## config.mk

```make
export PLATFORM = sky130hd
export DESIGN_NAME = gate_hold_timer
export DESIGN_NICKNAME = d
export VERILOG_FILES = /design/src/rtl/gate_chk_pkg.sv /design/src/rtl/gate_truth_checker_hold.sv
export SDC_FILE = /design/constraint.sdc
export NUM_CORES = 1
export LEC_CHECK = 0
export ABC_CLOCK_PERIOD_IN_PS = 1450
export CAP_MARGIN = 10
export CORE_AREA = 2 2 39 41
export CTS_BUF_LIST = sky130_fd_sc_hd__clkbuf_4 sky130_fd_sc_hd__clkbuf_8 sky130_fd_sc_hd__clkbuf_16
export CTS_CLUSTER_DIAMETER = 50
export DETAILED_ROUTE_END_ITERATION = 6
export DIE_AREA = 0 0 41 43
export GPL_TIMING_DRIVEN = 0
export SKIP_CTS_REPAIR_TIMING = 1
export SLEW_MARGIN = 20
export SYNTH_ARGS = -nofsm -noshare
export SYNTH_HDL_FRONTEND = slang
export SYNTH_SLANG_ARGS = --single-unit
```

## constraint.sdc

```tcl
create_clock -name clk -period 1.45 [get_ports clk]
set_input_delay 0.29 -clock clk [delete_from_list [all_inputs] [get_ports clk]]
set_output_delay 0.29 -clock clk [all_outputs]
set_load 0.01 [all_outputs]
```

## src/rtl/gate_chk_pkg.sv

```systemverilog
// Shared types and constants for the gate truth-table checker.
// State encoding, vector count and hold-timer width live here.
package gate_chk_pkg;

  localparam int NUM_VEC = 4;
  localparam int HOLD_W  = 8;

  typedef enum logic [1:0] {
    IDLE   = 2'd0,
    DRIVE  = 2'd1,
    SAMPLE = 2'd2,
    DONE   = 2'd3
  } state_t;

  typedef struct packed {
    logic       busy;
    logic       done;
    logic       pass;
    logic [3:0] fail_mask;
  } chk_stat_t;

  localparam chk_stat_t STAT_RST = '0;

endpackage

```

## src/rtl/gate_truth_checker_hold.sv

```systemverilog
// Settle-time counter: expire fires on the last of HOLD_CYCLES
// enabled cycles; the count returns to zero on load or expire.
module gate_hold_timer
  import gate_chk_pkg::*;
#(
  parameter int HOLD_CYCLES = 4
) (
  input  logic clk,
  input  logic rst_n,
  input  logic load,
  input  logic enable,
  output logic expire
);

  localparam logic [HOLD_W-1:0] LAST =
    HOLD_W'(HOLD_CYCLES - 1);

  logic [HOLD_W-1:0] cnt;

  assign expire = enable && (cnt == LAST);

  always_ff @(posedge clk or negedge rst_n) begin
    if (!rst_n) begin
      cnt <= '0;
    end else if (load || expire) begin
      cnt <= '0;
    end else if (enable) begin
      cnt <= cnt + 1'b1;
    end
  end

endmodule

```

# Yosys cells after proc, flatten, opt, wreduce, memory -nomap -nowiden

Index checks and enable logic that the tools add are counted.
Widths: inputs -> output; s select.

Add/sub/neg operators: 1
Eq/ne operators: 1
Multiplexer cells: 2
Reduce and logical (&&, ||, !) cells: 3

Operators with widths:

| operator            | count |
|---|---|
| $mux 8              | 2 |
| $add 8x1->8 const B | 1 |
| $eq 8x2->1 const B  | 1 |
| $reduce_bool 2->1   | 1 |
| $logic_and 1x1->1   | 1 |
| $logic_or 1x1->1    | 1 |

Flip-flop bits (word level): 8
Output and inout bits: 1
Word-level logic and storage cells: 8

# Longest topological paths before layout

Gate-level depths: netlist of the first run.

Depth after elaboration: 4
Gate-level depth with buffers: 4
Mapped depth without buffers: 4

# Worst setup path before layout of the first run

No wires, ideal clock.

Kind: flip-flop to output port
From: register cnt[5]
To: output port expire
Arrival time: 1.365 ns
Data required time: 1.160 ns
Cell stages (with the launch flop): 3
Slack: -0.205 ns
Cell sequence: dfrtp_1 > or4_4 > nor4_1

Cells in the longest elaborated chain, start to end: 2

RTL lines:

| element                  | line                          | RTL |
|---|---|---|
| start: declaration       | gate_truth_checker_hold.sv:18 | `logic [HOLD_W-1:0] cnt;` |
| start signal: assignment | gate_truth_checker_hold.sv:28 | `cnt <= cnt + 1'b1;` |
| $eq 8x2->1               | gate_truth_checker_hold.sv:20 | `assign expire = enable && (cnt == LAST);` |
| $logic_and 1x1->1        | gate_truth_checker_hold.sv:20 |  |
| end: declaration         | gate_truth_checker_hold.sv:12 | `output logic expire` |

No other way between the ends.

# Worst setup path in the final report of the first run

Same ends and word-level chain as after synthesis.

==> results of run 1 <==
[through the flow]
stage	total power, mW	instance area, um2	std cells	TNS (ns)	setup slack (ns)
floorplan	0.260	420	38	-0.463	-0.0559
global placement	0.279	480	58	-3.89	-0.634
detailed placement	0.280	480	58	-3.98	-0.639
CTS	0.455	503	61	-2.73	-0.880
global route	0.486	563	66	-2.29	-0.425
finish	0.452	563	66	-1.96	-0.368
[power breakdown]
group	leakage (nW)	switching (mW)	internal, mW
Clock	0.0138	0.0729	0.0945
Sequential	0.110	0.00524	0.230
Combinational	0.105	0.0245	0.0247
Total	0.229	0.103	0.349
[cell type report]
| class | instances | share of cell area |
|---|---|---|
| multi-input combinational | 29 | 0.427 |
| sequential | 8 | 0.356 |
| timing repair buffer | 9 | 0.136 |
| clock buffer | 3 | 0.0400 |
| tap | 16 | 0.0356 |
| inverter | 1 | 0.00667 |
[logic make-up after synthesis]
kind of cell / count (synthesis)
multiplexers: 1
flip-flops: 8
adder cells (fa/ha/maj): 1
AND/OR/NAND/NOR: 16
XOR/XNOR: 4
buffers and inverters: 1
AO/OA/AOI/OAI: 7
[synth_stat cells]
library cell,n
nor4_1,1
or3_1,2
o21ai_0,3
or4_4,1
xor2_1,3
inv_1,1
mux2i_1,1
xnor2_1,1
or3_2,1
dfrtp_1,8
nand2_1,3
a21oi_1,3
nand4_1,3
ha_1,1
o41ai_4,1
nor2_1,5
[cells in the final DEF, fill, tap and decap left out, drive strengths merged]
master and instances:
nand2 3, nand4 3, nor4 1, xnor2 1
or4 1, mux2i 1, or3 3, clkdlybuf4s50 3
o21ai 3, buf 6, clkbuf 3, xor2 3
inv 1, a21oi 3, o41ai 1, dfrtp 8
ha 1, nor2 5
[worst register-to-register path, delay by kind of cell, from the launching register on]
family,cells,cell delay (ns)
AO/OA/AOI/OAI,2,0.37
AND/OR/NAND/NOR,1,0.58
flip-flops,1,0.40
buffers and inverters,1,0.20
[routing by layer]
metal  share of wire  vias up  global-route usage
met5               0        -                   0
met4               0        0              0.0600
met3           0.049        0              0.0628
met2            0.49        8               0.156
met1            0.46      146               0.146
li1                -      163                   -
[worst max path at each step]
| stage | startpoint | to | slack (ns) | cells past startpoint |
|---|---|---|---|---|
| 3_5_place_dp | enable | expire | -0.64 | 4 |
| 6_report | cnt[5]$_DFFE_PN0P_ | expire | -0.37 | 3 |
| 3_3_place_gp | enable | expire | -0.63 | 4 |
| 5_1_grt | cnt[5]$_DFFE_PN0P_ | expire | -0.43 | 3 |
| 2_1_floorplan | cnt[6]$_DFFE_PN0P_ | cnt[5]$_DFFE_PN0P_ | -0.06 | 3 |
| 4_1_cts | cnt[6]$_DFFE_PN0P_ | expire | -0.88 | 3 |
==> results.toml, run 1 <==
[die]
coreArea_um2 = 1380
boundaryPins = 5
dieArea_um2 = 1760
die_h_um = 43
fp-row-count = 14
die_w_um = 41
initial_core_util = 0.293

[synthesis]
synth_seq_area_share = 0.494
postSynthRegisterBits = 8
yosys.area_share.simple = 0.213
synth_cell_types = 16
synth_top_family_by_area = "simple AND/OR/NAND/NOR gates"
synth_top_area_frac = 0.494
synth.area.mux_share = 0.0247
yosys.area.top_type = "dfrtp_1"
syn-num-nets = 43
netlist_top_cells_area = "dfrtp_1, o41ai_4, xor2_1"
syn_area_um2 = 405
syn-instance-count = 38
yosysWarningCount = 0
syn_area_per_cell_um2 = 10.7
synth_compound_area_frac = 0.142
synth_adder_area_share = 0.0309
synth_xor_xnor_area_share = 0.0864

[timing]
rsz0062_at_grt = "yes"
timing_hold_violations_final = 0
relSlewSlack = 0.753
fmax_mhz = 550
layout_worst_path_cycle_share = 1.25
slew_viol_final = 0
holdWs_ns = 0.315
setup_ws_ns = -0.368
fin_skew_ns = 0.00851
tightest_slew_ns = 0.369
setup_violations = 9
period_needed_ns = 1.82

[routing]
antenna_left = 0
drc = 0
via_per_inst = 4.80
via_count = 317
first_pass_iters = 2
routed_wl_um = 813
wl_per_cell_um = 12.3
drt_iter0_markers = 6

[power_and_ir_drop]
vdd_drop_max_uv = 527
pwr_density_cell_nw_per_um2 = 802
leakage_nw = 0.229

[setup_path]
rr_worst_depth = 4
critPathTopFamily = "simple AND/OR/NAND/NOR gates"
crit_chain = "or4_4, nor4_4, buf_2"
arrival_ns = 1.53
r2r-start = "cnt[5]$_DFFE_PN0P_"
crit_slowest_cell = "or4_4"
r2r-end = "cnt[6]$_DFFE_PN0P_"
crit_type = "reg2out"
crit_fanout = 3
r2r_slack_ns = -0.21
crit_required_ns = 1.16
critPathMaxStageDelay_ns = 0.58
path_buf_inv = 1
startpoint_type = "flop"
end_kind = "output port"

[grt]
grt_start_max_net_pins = 9
grt_pass1_vias = 303
overflow = 0
antenna_found_initial = 0
grtUsageTotal = 0.117
grt_pass1_wl_um = 1290

[clock_tree]
cts_sinks = 8
cts_tree = "yes"
clk_root_buffer_cell = "clkbuf_4"
clk_latency_ns = 0.25
htree_levels = 1
numCtsBuffers = 3
path_clk_slew_ns = 0.06
clk_path_buf_depth = 2

[outcome]
violations = "setup timing"
outcome = "complete, but fails checks"

[final_layout]
nFillCells = 150
fin_util = 0.407
antenna_cells = 0
largest_reg_flops = 8
regArea_um2 = 200
nets = 57
area_growth_pct = 38.9
drive_gt1_frac = 0.420
largest_register = "cnt"
largest_registers = "cnt x8"
multi_input_area_um2 = 240

[worst_hold_path]
hold_class = "in2async"

[placement]
portBuffers = 4
hpwl_um = 556
routabilityCongestion = 0.665

[job]
maxCapViolCount = 0
No activity file was read; power rests on OpenSTA's default activity.
==> run 2: changes to the inputs <==
- RECOVER_POWER: not set -> 100
==> run 2 against run 1 <==
Net effect: the run still ends with setup timing left; sequential power about the same; maximum frequency is the same; via count is the same; die area is the same; wire length is 0.12% lower; critical path type unchanged; critical endpoint unchanged; highest routed layer unchanged.
==> results.toml, run 2 (same netlist as run 1, synthesis figures left out) <==
[outcome]
outcome = "complete, but fails checks"
violations = "setup timing"

[setup_path]
critPathMaxStageDelay_ns = 0.58
r2r_slack_ns = -0.21
r2r-start = "cnt[5]$_DFFE_PN0P_"
rr_worst_depth = 4
crit_type = "reg2out"
crit_chain = "or4_4, nor4_4, buf_2"
arrival_ns = 1.53
path_buf_inv = 1
crit_fanout = 3
critPathCapture = "expire"
critPathTopFamily = "simple AND/OR/NAND/NOR gates"
r2r-end = "cnt[6]$_DFFE_PN0P_"
crit_slowest_cell = "or4_4"
startpoint = "cnt[5]$_DFFE_PN0P_"
cp_num_cells = 3
startpoint_type = "flop"
crit_required_ns = 1.16
end_kind = "output port"

[die]
fp-row-count = 14
die_w_um = 41
initial_core_util = 0.293
boundaryPins = 5
dieArea_um2 = 1760
coreArea_um2 = 1380
die_h_um = 43

[routing]
antenna_left = 0
via_per_inst = 4.80
drc = 0
drt_iter0_markers = 6
first_pass_iters = 2
wl_per_cell_um = 12.3
routed_wl_um = 812
via_count = 317

[grt]
antenna_found_initial = 0
grt_pass1_vias = 303
grtUsageTotal = 0.117
grt_pass1_wl_um = 1290
grt_start_max_net_pins = 9
overflow = 0

[clock_tree]
cts_sinks = 8
clk_latency_ns = 0.25
cts_tree = "yes"
htree_levels = 1
clk_path_buf_depth = 2
clk_root_buffer_cell = "clkbuf_4"
path_clk_slew_ns = 0.06
numCtsBuffers = 3

[final_layout]
design_area_um2 = 563
final_cells = 66
largest_registers = "cnt x8"
mostFrequentLayoutCells = "dfrtp_1, nor2_2, buf_4"
nets = 57
area_growth_pct = 38.9
largest_register = "cnt"
largest_reg_flops = 8
drive_gt1_frac = 0.420
antenna_cells = 0
final_common_cell = "dfrtp_1"

[placement]
dpl_worst_slack_ns = -0.639
routabilityCongestion = 0.665
placed_cell_area_um2 = 480
portBuffers = 4
hpwl_um = 556
place_inst = 58

[timing]
holdWs_ns = 0.386
setup_violations = 9
timing_hold_violations_final = 0
setup_ws_ns = -0.368
rsz0062_at_grt = "yes"
fmax_mhz = 550
layout_worst_path_cycle_share = 1.25
period_needed_ns = 1.82
relSlewSlack = 0.750
tightest_slew_ns = 0.374
slew_viol_final = 0
fin_skew_ns = 0.00851

[worst_hold_path]
hold_class = "in2async"

[power_and_ir_drop]
pwr_density_cell_nw_per_um2 = 801
leakage_nw = 0.229
vdd_drop_max_uv = 527

[job]
maxCapViolCount = 0
-- run 2: changes by cell type in the layout (fill, tap and decap cells not counted) --
cell	previous run	this run
clkdlybuf4s50_1	3	2
dlygate4sd3_1	0	1
-- run 2: layer usage --
metal,part of all wire,global-route usage,up-vias
li1,-,-,163
met3,0.049,0.0628,0
met4,0,0.0600,0
met2,0.49,0.156,8
met1,0.46,0.146,146
met5,0,0,-
-- run 2: power breakdown --
| part | leakage, nW | internal (mW) | switching, mW |
|---|---|---|---|
| sequential | 0.110 | 0.230 | 0.00524 |
| combinational | 0.105 | 0.0242 | 0.0245 |
| clock | 0.0138 | 0.0945 | 0.0729 |
| total | 0.229 | 0.348 | 0.103 |
-- run 2: layout make-up --
class	instances	area, um2
Tap cell	16	20.0
Inverter	1	3.75
Timing Repair Buffer	9	76.3
Multi-Input combinational cell	29	240
Fill cell	150	821
Clock buffer	3	22.5
Sequential cell	8	200
-- run 2: how the worst min path moves through the flow --
stage | startpoint | to | slack, ns | cells after the start
4_1_cts | rst_n | cnt[5]$_DFFE_PN0P_ | 0.32 | 1
3_3_place_gp | cnt[1]$_DFFE_PN0P_ | cnt[1]$_DFFE_PN0P_ | 0.55 | 2
6_report | rst_n | cnt[5]$_DFFE_PN0P_ | 0.39 | 1
5_1_grt | rst_n | cnt[5]$_DFFE_PN0P_ | 0.41 | 1
2_1_floorplan | rst_n | cnt[0]$_DFFE_PN0P_ | -0.006 | 0
3_5_place_dp | cnt[1]$_DFFE_PN0P_ | cnt[1]$_DFFE_PN0P_ | 0.57 | 2
-- run 2: stage by stage --
step,utilization,power [mW],setup TNS (ns)
2_1_floorplan,-,0.260,-0.463
3_3_place_gp,0.347,0.279,-3.89
3_5_place_dp,0.347,0.280,-3.98
4_1_cts,0.363,0.455,-2.73
5_1_grt,0.407,0.485,-2.29
6_report,0.407,0.451,-1.96
